File: src/rtl/decoder_rr_arbiter_if.sv
// decoder_rr_arbiter_if: request/grant bundle between requesters (master) and the arbiter (slave).
interface decoder_rr_arbiter_if;
    logic       en;
    logic [7:0] req;
    logic [7:0] gnt;
    logic [2:0] gnt_idx;
    logic       gnt_valid;
    modport master (output en, req, input gnt, gnt_idx, gnt_valid);
    modport slave  (input en, req, output gnt, gnt_idx, gnt_valid);
endinterface

File: src/rtl/decoder_rr_arbiter.sv
// decoder_rr_arbiter: round-robin owner of a 3-to-8 decoded resource with one dead cycle between owners.
// Optional hold limit of MAX_HOLD cycles when ARB_HOLD_LIMIT_EN is defined.
module decoder_rr_arbiter #(
    parameter int MAX_HOLD = 16
) (
    input logic                 clk,
    input logic                 rst_n,
    decoder_rr_arbiter_if.slave bus
);
    typedef enum logic {IDLE, GRANT} state_e;
    state_e     state_q;
    logic [7:0] gnt_q, cnt_q;
    logic [2:0] idx_q, ptr_q, win_d;
    logic       valid_q, hold_d, rel_d;
    // Scan from farthest offset to nearest so the last hit is the closest to ptr.
    always_comb begin
        win_d = ptr_q;
        for (int k = 7; k >= 0; k--)
            if (bus.req[ptr_q + 3'(k)]) win_d = ptr_q + 3'(k);
    end
`ifdef ARB_HOLD_LIMIT_EN
    assign hold_d = cnt_q == 8'(MAX_HOLD);
`else
    assign hold_d = 1'b0;
`endif
    assign rel_d = !bus.req[idx_q] || !bus.en || hold_d;
    always_ff @(posedge clk) begin
        if (!rst_n) begin
            state_q <= IDLE;
            gnt_q   <= 8'h00;
            idx_q   <= 3'd0;
            valid_q <= 1'b0;
            ptr_q   <= 3'd0;
            cnt_q   <= 8'd0;
        end else if (state_q == IDLE) begin
            if (bus.en && |bus.req) begin
                state_q <= GRANT;
                idx_q   <= win_d;
                gnt_q   <= 8'd1 << win_d;
                valid_q <= 1'b1;
                cnt_q   <= 8'd1;
            end
        end else if (rel_d) begin
            state_q <= IDLE;
            gnt_q   <= 8'h00;
            valid_q <= 1'b0;
            ptr_q   <= idx_q + 3'd1;
            cnt_q   <= 8'd0;
        end else begin
            cnt_q <= cnt_q == 8'hFF ? cnt_q : cnt_q + 8'd1;
        end
    end
    assign bus.gnt       = gnt_q;
    assign bus.gnt_idx   = idx_q;
    assign bus.gnt_valid = valid_q;
endmodule

File: src/flat_wrapper.sv
// flat-port wrapper written by rule: the top's interface ports become plain ports
module decoder_rr_arbiter_flat 
#(
    parameter int MAX_HOLD = 16
)
  (clk, rst_n, bus_en, bus_req, bus_gnt, bus_gnt_idx, bus_gnt_valid);
  decoder_rr_arbiter_if bus_i ();
  input logic clk;
  input logic rst_n;
  input wire logic [$bits(bus_i.en)-1:0] bus_en;
  input wire logic [$bits(bus_i.req)-1:0] bus_req;
  output wire logic [$bits(bus_i.gnt)-1:0] bus_gnt;
  output wire logic [$bits(bus_i.gnt_idx)-1:0] bus_gnt_idx;
  output wire logic [$bits(bus_i.gnt_valid)-1:0] bus_gnt_valid;
  assign bus_i.en = bus_en;
  assign bus_i.req = bus_req;
  assign bus_gnt = bus_i.gnt;
  assign bus_gnt_idx = bus_i.gnt_idx;
  assign bus_gnt_valid = bus_i.gnt_valid;
  decoder_rr_arbiter #(.MAX_HOLD(MAX_HOLD)) u_core (.clk(clk), .rst_n(rst_n), .bus(bus_i));
endmodule
File: config.mk
export PLATFORM = sky130hd
export DESIGN_NAME = decoder_rr_arbiter_flat
export DESIGN_NICKNAME = d
export VERILOG_FILES = /design/src/rtl/decoder_rr_arbiter_if.sv /design/src/rtl/decoder_rr_arbiter.sv /design/src/flat_wrapper.sv
export SDC_FILE = /design/constraint.sdc
export NUM_CORES = 1
export LEC_CHECK = 0
export CORE_MARGIN = 3
export CORE_UTILIZATION = 31
export DETAILED_ROUTE_END_ITERATION = 8
export PLACE_DENSITY = 0.49
export SLEW_MARGIN = 20
export SYNTH_ARGS = -nofsm -noshare
export SYNTH_HDL_FRONTEND = slang
export SYNTH_SLANG_ARGS = --single-unit
File: constraint.sdc
create_clock -name clk -period 6.6 [get_ports clk]
set_clock_uncertainty 0.05 [all_clocks]
set_input_delay 0.66 -clock clk [delete_from_list [all_inputs] [get_ports clk]]
set_output_delay 0.66 -clock clk [all_outputs]
set_load 0.05 [all_outputs]
---- After elaboration in Yosys (flattened, before gate mapping) ----
Index checks and enable logic that the tools add are counted.
word-level totals
  flip-flop bits (word level) ............. 16
  bits of input ports ..................... 11
  word-level logic and storage cells ...... 69
  output and inout bits ................... 12
operators by class
  mux-type cells .......................... 35
  shift operators ......................... 1
  bitwise gates (word level) .............. 1
  add/sub/neg operators ................... 8
  eq/ne operators ......................... 1
  reductions and logical operators ........ 9
  $lt $le $gt $ge ......................... 9
operators with widths
  cell                                                                          number
  3-bit by 4-bit less-than comparator with 1-bit output, second input constant  9
  1-bit binary-select mux with 3-bit select                                     9
  3-bit two-way mux                                                             8
  8-bit two-way mux                                                             3
  1-bit two-way mux                                                             15
  3-bit adder, second input constant                                            4
  8-bit OR reduction                                                            1
  1-bit by 3-bit << shifter with 8-bit output, first input constant             1
  3-bit by 1-bit adder with 3-bit output, second input constant                 2
  3-bit by 2-bit adder with 3-bit output, second input constant                 2
  2-bit AND reduction                                                           3
  1-bit logical NOT                                                             2
  2-bit != test, second input constant                                          1
  2-bit nonzero test                                                            1
  1-bit logical AND                                                             1
  1-bit logical OR                                                              1
  1-bit NOT                                                                     1

---- Logic depth before layout (Yosys ltp) ----
Gate-level depths: netlist of the first run.
  depth after elaboration ................. 14
  mapped depth ............................ 12
  depth with buffers taken out ............ 9

---- Worst setup path before layout of the first run ----
No wires, ideal clock.
  kind .................................... reg-to-reg
  start point ............................. register u_core.ptr_q[0]
  end point ............................... register u_core.gnt_q[1], in the netlist u_core.bus.gnt[1]
  slack ................................... 3.440 ns
  path buffers ............................ 3
  clock period less this slack ............ 3.160 ns
  cell stages (with the launch flop) ...... 13
  data arrival time ....................... 2.992 ns
  required time ........................... 6.433 ns
  library setup time ...................... 0.117 ns
  path through ............................ dfxtp_1 buf_6 buf_2 inv_1 ha_1 buf_2 mux4_2 mux2_2 nand2_1 o2111ai_1 and3_1 o31a_1 a32o_1
between the ends
  cells in the longest elaborated chain, start to end .. 14
  elaborated cells between the ends (all ways) .. 34
  classes of those cells .................. add/sub (7); shift (1); mux (26)
ends and longest elaborated chain
  what                                             RTL line                  RTL
  start, declared                                  decoder_rr_arbiter.sv:13  logic [2:0] idx_q, ptr_q, win_d;
  start signal, assigned                           decoder_rr_arbiter.sv:47  ptr_q <= idx_q + 3'd1;
  3-bit adder                                      decoder_rr_arbiter.sv:19  if (bus.req[ptr_q + 3'(k)]) win_d = ptr_q + 3'(k);
  1-bit binary-select mux with 3-bit select        decoder_rr_arbiter.sv:19
  1-bit two-way mux (not written as such)          decoder_rr_arbiter.sv:19
  3-bit two-way mux (7 in series)                  decoder_rr_arbiter.sv:19
  3-bit two-way mux (*)                            decoder_rr_arbiter.sv:19
  1-bit by 3-bit << shifter with 8-bit output (*)  decoder_rr_arbiter.sv:39  gnt_q <= 8'd1 << win_d;
  8-bit two-way mux (*)                            decoder_rr_arbiter.sv:36  if (bus.en && |bus.req) begin
  8-bit two-way mux (*)                            decoder_rr_arbiter.sv:35  end else if (state_q == IDLE) begin
  end signal, assigned                             decoder_rr_arbiter.sv:39
  end, declared                                    decoder_rr_arbiter.sv:12  logic [7:0] gnt_q, cnt_q;
Mark *: on every way between the ends. The rest lies on a longest branch, timed or not. The select of a mux whose other input is x is not followed.
A chain may end at the register's enable or synchronous reset.

---- Worst setup path in the final report of the first run ----
  start point ............................. register u_core.ptr_q[1]
  end point ............................... register u_core.gnt_q[3], in the netlist u_core.bus.gnt[3]
Same word-level chain as after synthesis.

==> impl_metrics.json, run 1 <==
{
  "status": "complete, no violations",
  "critPathMaxFanout": 21,
  "clk_pin_slew_ns": 0.07,
  "synthCells": 164,
  "arrival_ns": 3.97,
  "synthDistinctLibCells": 49,
  "worstMarginPinSlew_ns": 1.016,
  "drive_gt1_share_pct": 15.93,
  "post-route-period-util_pct": 58.13,
  "crit_type": "reg -> reg",
  "final.min_clock_period_ns": 3.837,
  "gp_congestion": 0.8252,
  "area_delta_synth_final_pct": 19.81,
  "setup_viol": 0,
  "async_reset_ff_share_pct": 0,
  "crit_chain": "inv_1 > ha_1 > mux4_2 > mux2_2 > nand2_1 > o2111ai_1 > and3_1 > o31ai_1 > a32o_1",
  "dp_hpwl_um": 3192,
  "finalHoldViolCount": 0,
  "power_uw": 392.9,
  "dieArea_mm2": 0.006051,
  "initial_core_util_pct": 32.95,
  "synth-seq-cells": 16,
  "rsz0062_at_grt": "false",
  "synth-main-ff-cell": "dfxtp_1",
  "maxSlewHeadroom_pct": 31.84,
  "fin_nets": 197,
  "cp-end-kind": "flip-flop",
  "setup_tns_ns": 0,
  "maxCapViolCount": 0,
  "clock.fmax_mhz": 260.6,
  "cts_buffers": 3,
  "cp_slowest_stage_delay_ns": 0.85,
  "ant_nets": 0,
  "drt_iter0_drc": 145,
  "drt-total-wl_um": 4253,
  "clock-sinks": 16,
  "synth_nets": 178,
  "cts_tree": "done",
  "n_antenna_cell": 0,
  "core-area_mm2": 0.004848,
  "cp_num_buf_inv": 1,
  "yosysWarnings": 0,
  "antenna_found_initial": 0,
  "overflow": 0,
  "drtPass1Iterations": 4,
  "yosysSeqAreaShare_pct": 20.05,
  "crit_family": "multiplexers",
  "avgSynthCellArea_um2": 9.743,
  "io_pins": 23,
  "postCtsSetupBuffers": 0,
  "grt_pass1_vias": 1360,
  "viasPerCell": 5.739,
  "maxSlewViolCount": 0,
  "wl_per_cell_um": 17.08,
  "die_h_um": 77.79,
  "cts_buffer_depth": 2,
  "r2r_slack_ns": 2.76,
  "io_buffers": 22,
  "cp_data_required_time_ns": 6.74,
  "clk_latency_ns": 0.25,
  "grt_max_degree": 22,
  "final_cell_mix": "clkdlybuf4s50_1 (22), nand2_1 (18), dfxtp_1 (16)",
  "p_leak_nw": 0.6238,
  "powerDensity_mw_per_mm2": 205.2,
  "track_usage_pct": 14.34,
  "start_kind": "flip-flop",
  "synthesis.area_mm2": 0.001598,
  "crit_path_top_delay_cell": "dfxtp_1",
  "ctsHoldBuffers": 0,
  "rows": 25,
  "ctsResizeCount": 0,
  "drc_errors": 0,
  "final_util_pct": 39.48,
  "cts-htree-levels": 1,
  "grt_pass1_wl_um": 7058,
  "clockRootBuffer": "clkbuf_8",
  "vias": 1429,
  "ir_drop_uv": 120.4,
  "synth_edf_count": 0,
  "mostFrequentLayoutCell": "clkdlybuf4s50_1",
  "fp.dieW_um": 77.79,
  "hp-class": "reg -> reg"
}
worst reg2reg max path, cell delays in order (launching register included):
cell       delay (ns)
dfxtp_1          0.85
inv_1            0.27
ha_1             0.56
mux4_2           0.61
mux2_2           0.33
nand2_1          0.07
o2111ai_1        0.10
and3_1           0.21
o31ai_1          0.47
a32o_1           0.25
sequential cells by signal, summed over array words and instances, names as in the netlist:
name / cells
u_core.bus.gnt: 8
u_core.bus.gnt_idx: 3
u_core.ptr_q: 3
u_core.bus.gnt_valid: 1
u_core.state_q: 1
synth_stat cells, types with 3 or more instances:
| master | instances | area, um^2 |
|---|---|---|
| o31ai_1 | 3 | 22.52 |
| and3_1 | 3 | 18.77 |
| a21oi_1 | 6 | 30.03 |
| buf_2 | 4 | 20.02 |
| a31oi_1 | 4 | 25.02 |
| inv_1 | 5 | 18.77 |
| nand2_1 | 18 | 67.56 |
| clkbuf_1 | 3 | 11.26 |
| mux4_2 | 11 | 247.7 |
| o21ai_0 | 5 | 25.02 |
| o2111ai_1 | 3 | 26.28 |
| mux4_1 | 4 | 105.1 |
| nor2_1 | 13 | 48.80 |
| a32o_1 | 4 | 40.04 |
| mux2i_1 | 7 | 70.07 |
| mux2_2 | 5 | 56.30 |
| ha_1 | 3 | 37.54 |
| a211oi_1 | 6 | 45.04 |
| xnor2_1 | 3 | 26.28 |
| dfxtp_1 | 16 | 320.3 |
| and2_1 | 3 | 18.77 |
cells by family (layout without fill, tap and decap cells):
kind of cell	count (synthesis)	after routing	share of synthesized area (%)
flip-flops	16	16	20.05
AO/OA/AOI/OAI	48	48	23.65
multiplexers	30	30	33.20
XOR/XNOR	4	4	2.193
buffers and inverters	13	31	3.837
adder cells (fa/ha/maj)	3	3	2.350
AND/OR/NAND/NOR	50	50	14.72
path summary, 6_finish.rpt:
kind	from	endpoint	depth (start not counted)
setup / recovery	u_core.ptr_q[1]$_SDFFE_PN0P_	u_core.bus.gnt[3]$_SDFFE_PN0P_	9
hold / removal	u_core.bus.gnt[7]$_SDFFE_PN0P_	u_core.bus.gnt[7]$_SDFFE_PN0P_	2
setup reg to reg	u_core.ptr_q[1]$_SDFFE_PN0P_	u_core.bus.gnt[3]$_SDFFE_PN0P_	9
hold reg to reg	u_core.bus.gnt[7]$_SDFFE_PN0P_	u_core.bus.gnt[7]$_SDFFE_PN0P_	2
layout make-up:
| cell class | instances | area, um^2 |
|---|---|---|
| clock buffer | 4 | 55.05 |
| sequential | 16 | 320.3 |
| tap | 67 | 83.83 |
| fill | 471 | 2934 |
| multi-input combinational | 135 | 1216 |
| timing repair buffer | 22 | 220.2 |
| inverter | 5 | 18.77 |
power breakdown:
| group | internal (mW) | total [mW] | switching [mW] | leakage (nW) |
|---|---|---|---|---|
| logic | 0.0827 | 0.185 | 0.102 | 0.464 |
| registers | 0.104 | 0.121 | 0.0164 | 0.131 |
| clock network | 0.0529 | 0.0871 | 0.0342 | 0.0288 |
| total | 0.240 | 0.393 | 0.153 | 0.624 |
metal layers:
| layer | share of wire [%] | GRT usage [%] | vias to the layer above |
|---|---|---|---|
| met5 | 0 | 0 | - |
| met4 | 0.21 | 0.5338 | 0 |
| met1 | 47 | 20.70 | 696 |
| met2 | 49 | 23.54 | 39 |
| met3 | 4.3 | 2.436 | 2 |
| li1 | - | - | 692 |
metrics by stage:
| stage | cell area, um^2 | std cells | setup slack [ns] | hold slack, ns |
|---|---|---|---|---|
| final | 1914 | 249 | 2.763 | 0.4085 |
| after global routing | 1914 | 249 | 2.549 | 0.4301 |
| after CTS | 1914 | 249 | 2.790 | 0.4085 |
| after detailed placement | 1859 | 245 | 2.826 | 0.3941 |
| after global placement | 1859 | 245 | 2.864 | 0.4079 |
| after floorplan | 1598 | 164 | 3.440 | 0.4575 |
(Power assumes the default switching activity.)
==> run 2, diff against run 1 <==
- clock period: 6.6 -> 3.65 ns (I/O delays scaled with it)
==> run 2 against run 1 <==
Effect of this change:
- clock power grew 77%
- first-iteration DRC count grew 9.7%
- fmax grew 21%
- critical path type unchanged
- critical endpoint unchanged
- largest power group unchanged
==> impl_metrics.json, run 2 (same netlist as run 1, synthesis figures left out) <==
{
  "io_buffers": 22,
  "start_kind": "flip-flop",
  "clk_pin_slew_ns": 0.06,
  "cts-htree-levels": 1,
  "maxCapViolCount": 0,
  "grt_max_degree": 21,
  "arrival_ns": 3.31,
  "maxSlewViolCount": 0,
  "cp_slowest_stage_delay_ns": 0.61,
  "io_pins": 23,
  "clock.fmax_mhz": 314.5,
  "fin_nets": 201,
  "grt_pass1_vias": 1493,
  "cp_data_required_time_ns": 3.78,
  "area_delta_synth_final_pct": 21.69,
  "largest_reg_flops": 8,
  "ctsResizeCount": 0,
  "powerDensity_mw_per_mm2": 368.4,
  "seqPwrFrac_pct": 28.3,
  "ant_nets": 0,
  "final_cell_mix": "clkdlybuf4s50_1 (22), nand2_1 (18), dfxtp_1 (16)",
  "cts_tree": "done",
  "postCtsSetupBuffers": 0,
  "setup_viol": 0,
  "maxSlewHeadroom_pct": 51.27,
  "clk_latency_ns": 0.25,
  "initial_core_util_pct": 32.95,
  "crit_type": "reg -> reg",
  "mostFrequentLayoutCell": "clkdlybuf4s50_1",
  "swShare_pct": 38.91,
  "worstMarginPinSlew_ns": 0.7309,
  "drt_iter0_drc": 159,
  "vias": 1476,
  "cp-end-kind": "flip-flop",
  "crit_path_top_delay_cell": "mux4_2",
  "overflow": 0,
  "clock-sinks": 16,
  "rows": 25,
  "viasPerCell": 5.834,
  "p_comb_share_pct": 50.2,
  "ctsHoldBuffers": 0,
  "ir_drop_uv": 218.4,
  "critPathMaxFanout": 10,
  "gp_congestion": 0.9374,
  "dp_hpwl_um": 3326,
  "power_uw": 716.3,
  "drc_errors": 0,
  "switching_power_uw": 278.7,
  "n_antenna_cell": 0,
  "power.internal_uw": 437.6,
  "grt_pass1_wl_um": 7431,
  "antenna_found_initial": 0,
  "drive_gt1_share_pct": 17.74,
  "hp-class": "reg -> reg",
  "final.min_clock_period_ns": 3.180,
  "drt-total-wl_um": 4441,
  "drtPass1Iterations": 4,
  "core-area_mm2": 0.004848,
  "status": "complete, no violations",
  "cts_buffer_depth": 2,
  "wl_per_cell_um": 17.55,
  "track_usage_pct": 15.09,
  "clockRootBuffer": "clkbuf_8",
  "fp.dieW_um": 77.79,
  "die_h_um": 77.79,
  "p_leak_nw": 0.6450,
  "setup_tns_ns": 0,
  "crit_chain": "inv_1 > ha_1 > mux4_2 > mux2_2 > nand2_1 > o2111ai_1 > and3_1 > o31ai_1 > a32o_1",
  "dieArea_mm2": 0.006051,
  "finalHoldViolCount": 0,
  "clkPwrFrac_pct": 21.4,
  "cts_buffers": 3,
  "post-route-period-util_pct": 87.11,
  "rsz0062_at_grt": "false"
}
==> run 2: changes by cell type in the layout (fill, tap and decap cells not counted), sizes merged <==
cell / change
buf: +4
==> run 2: power by group through the flow <==
stage	logic, mW	clock network [mW]	registers (mW)
6_report	0.360	0.154	0.203
5_1_grt	0.389	0.174	0.205
4_1_cts	0.359	0.160	0.203
3_5_place_dp	0.357	0	0.207
3_3_place_gp	0.355	0	0.206
2_1_floorplan	0.229	0	0.239
==> run 2: layout make-up <==
type	instances	area [um^2]
timing repair buffer	26	250.2
tap	67	83.83
sequential	16	320.3
inverter	5	18.77
multi-input combinational	135	1216
fill	488	2904
clock buffer	4	55.05
==> run 2: final timing paths <==
kind                                  start                        endpoint  slack, ns  depth (start not counted)
max            u_core.ptr_q[1]$_SDFFE_PN0P_  u_core.bus.gnt[3]$_SDFFE_PN0P_       0.47                          9
min          u_core.bus.gnt[7]$_SDFFE_PN0P_  u_core.bus.gnt[7]$_SDFFE_PN0P_       0.41                          2
max reg2reg    u_core.ptr_q[1]$_SDFFE_PN0P_  u_core.bus.gnt[3]$_SDFFE_PN0P_       0.47                          9
min reg2reg  u_core.bus.gnt[7]$_SDFFE_PN0P_  u_core.bus.gnt[7]$_SDFFE_PN0P_       0.41                          2
==> run 2: per-stage QoR <==
stage	hold WS (ns)	area, um^2	cells	setup WS [ns]	util, %
3_5_place_dp	0.4027	1889	249	0.4360	38.97
4_1_cts	0.4213	1944	253	0.4581	40.10
6_report	0.4140	1944	253	0.4705	40.10
2_1_floorplan	0.4367	1598	164	0.4902	-
3_3_place_gp	0.4035	1889	249	0.4754	38.97
5_1_grt	0.4350	1944	253	0.3105	40.10
==> run 2: routing by layer <==
metal,track usage (%),up-vias,routed length (um)
li1,-,703,-
met1,19.58,707,1906
met2,26.20,60,2261
met3,2.784,6,222
met4,2.669,0,51
met5,0,-,0
==> run 2: critical path, delay by kind of cell (launching register included) <==
kind | cells | cell delay (ns)
fa+ha+maj | 1 | 0.51
compound gates | 3 | 0.89
mux | 2 | 0.94
flops | 1 | 0.33
simple gates | 2 | 0.28
buf+inv | 1 | 0.11
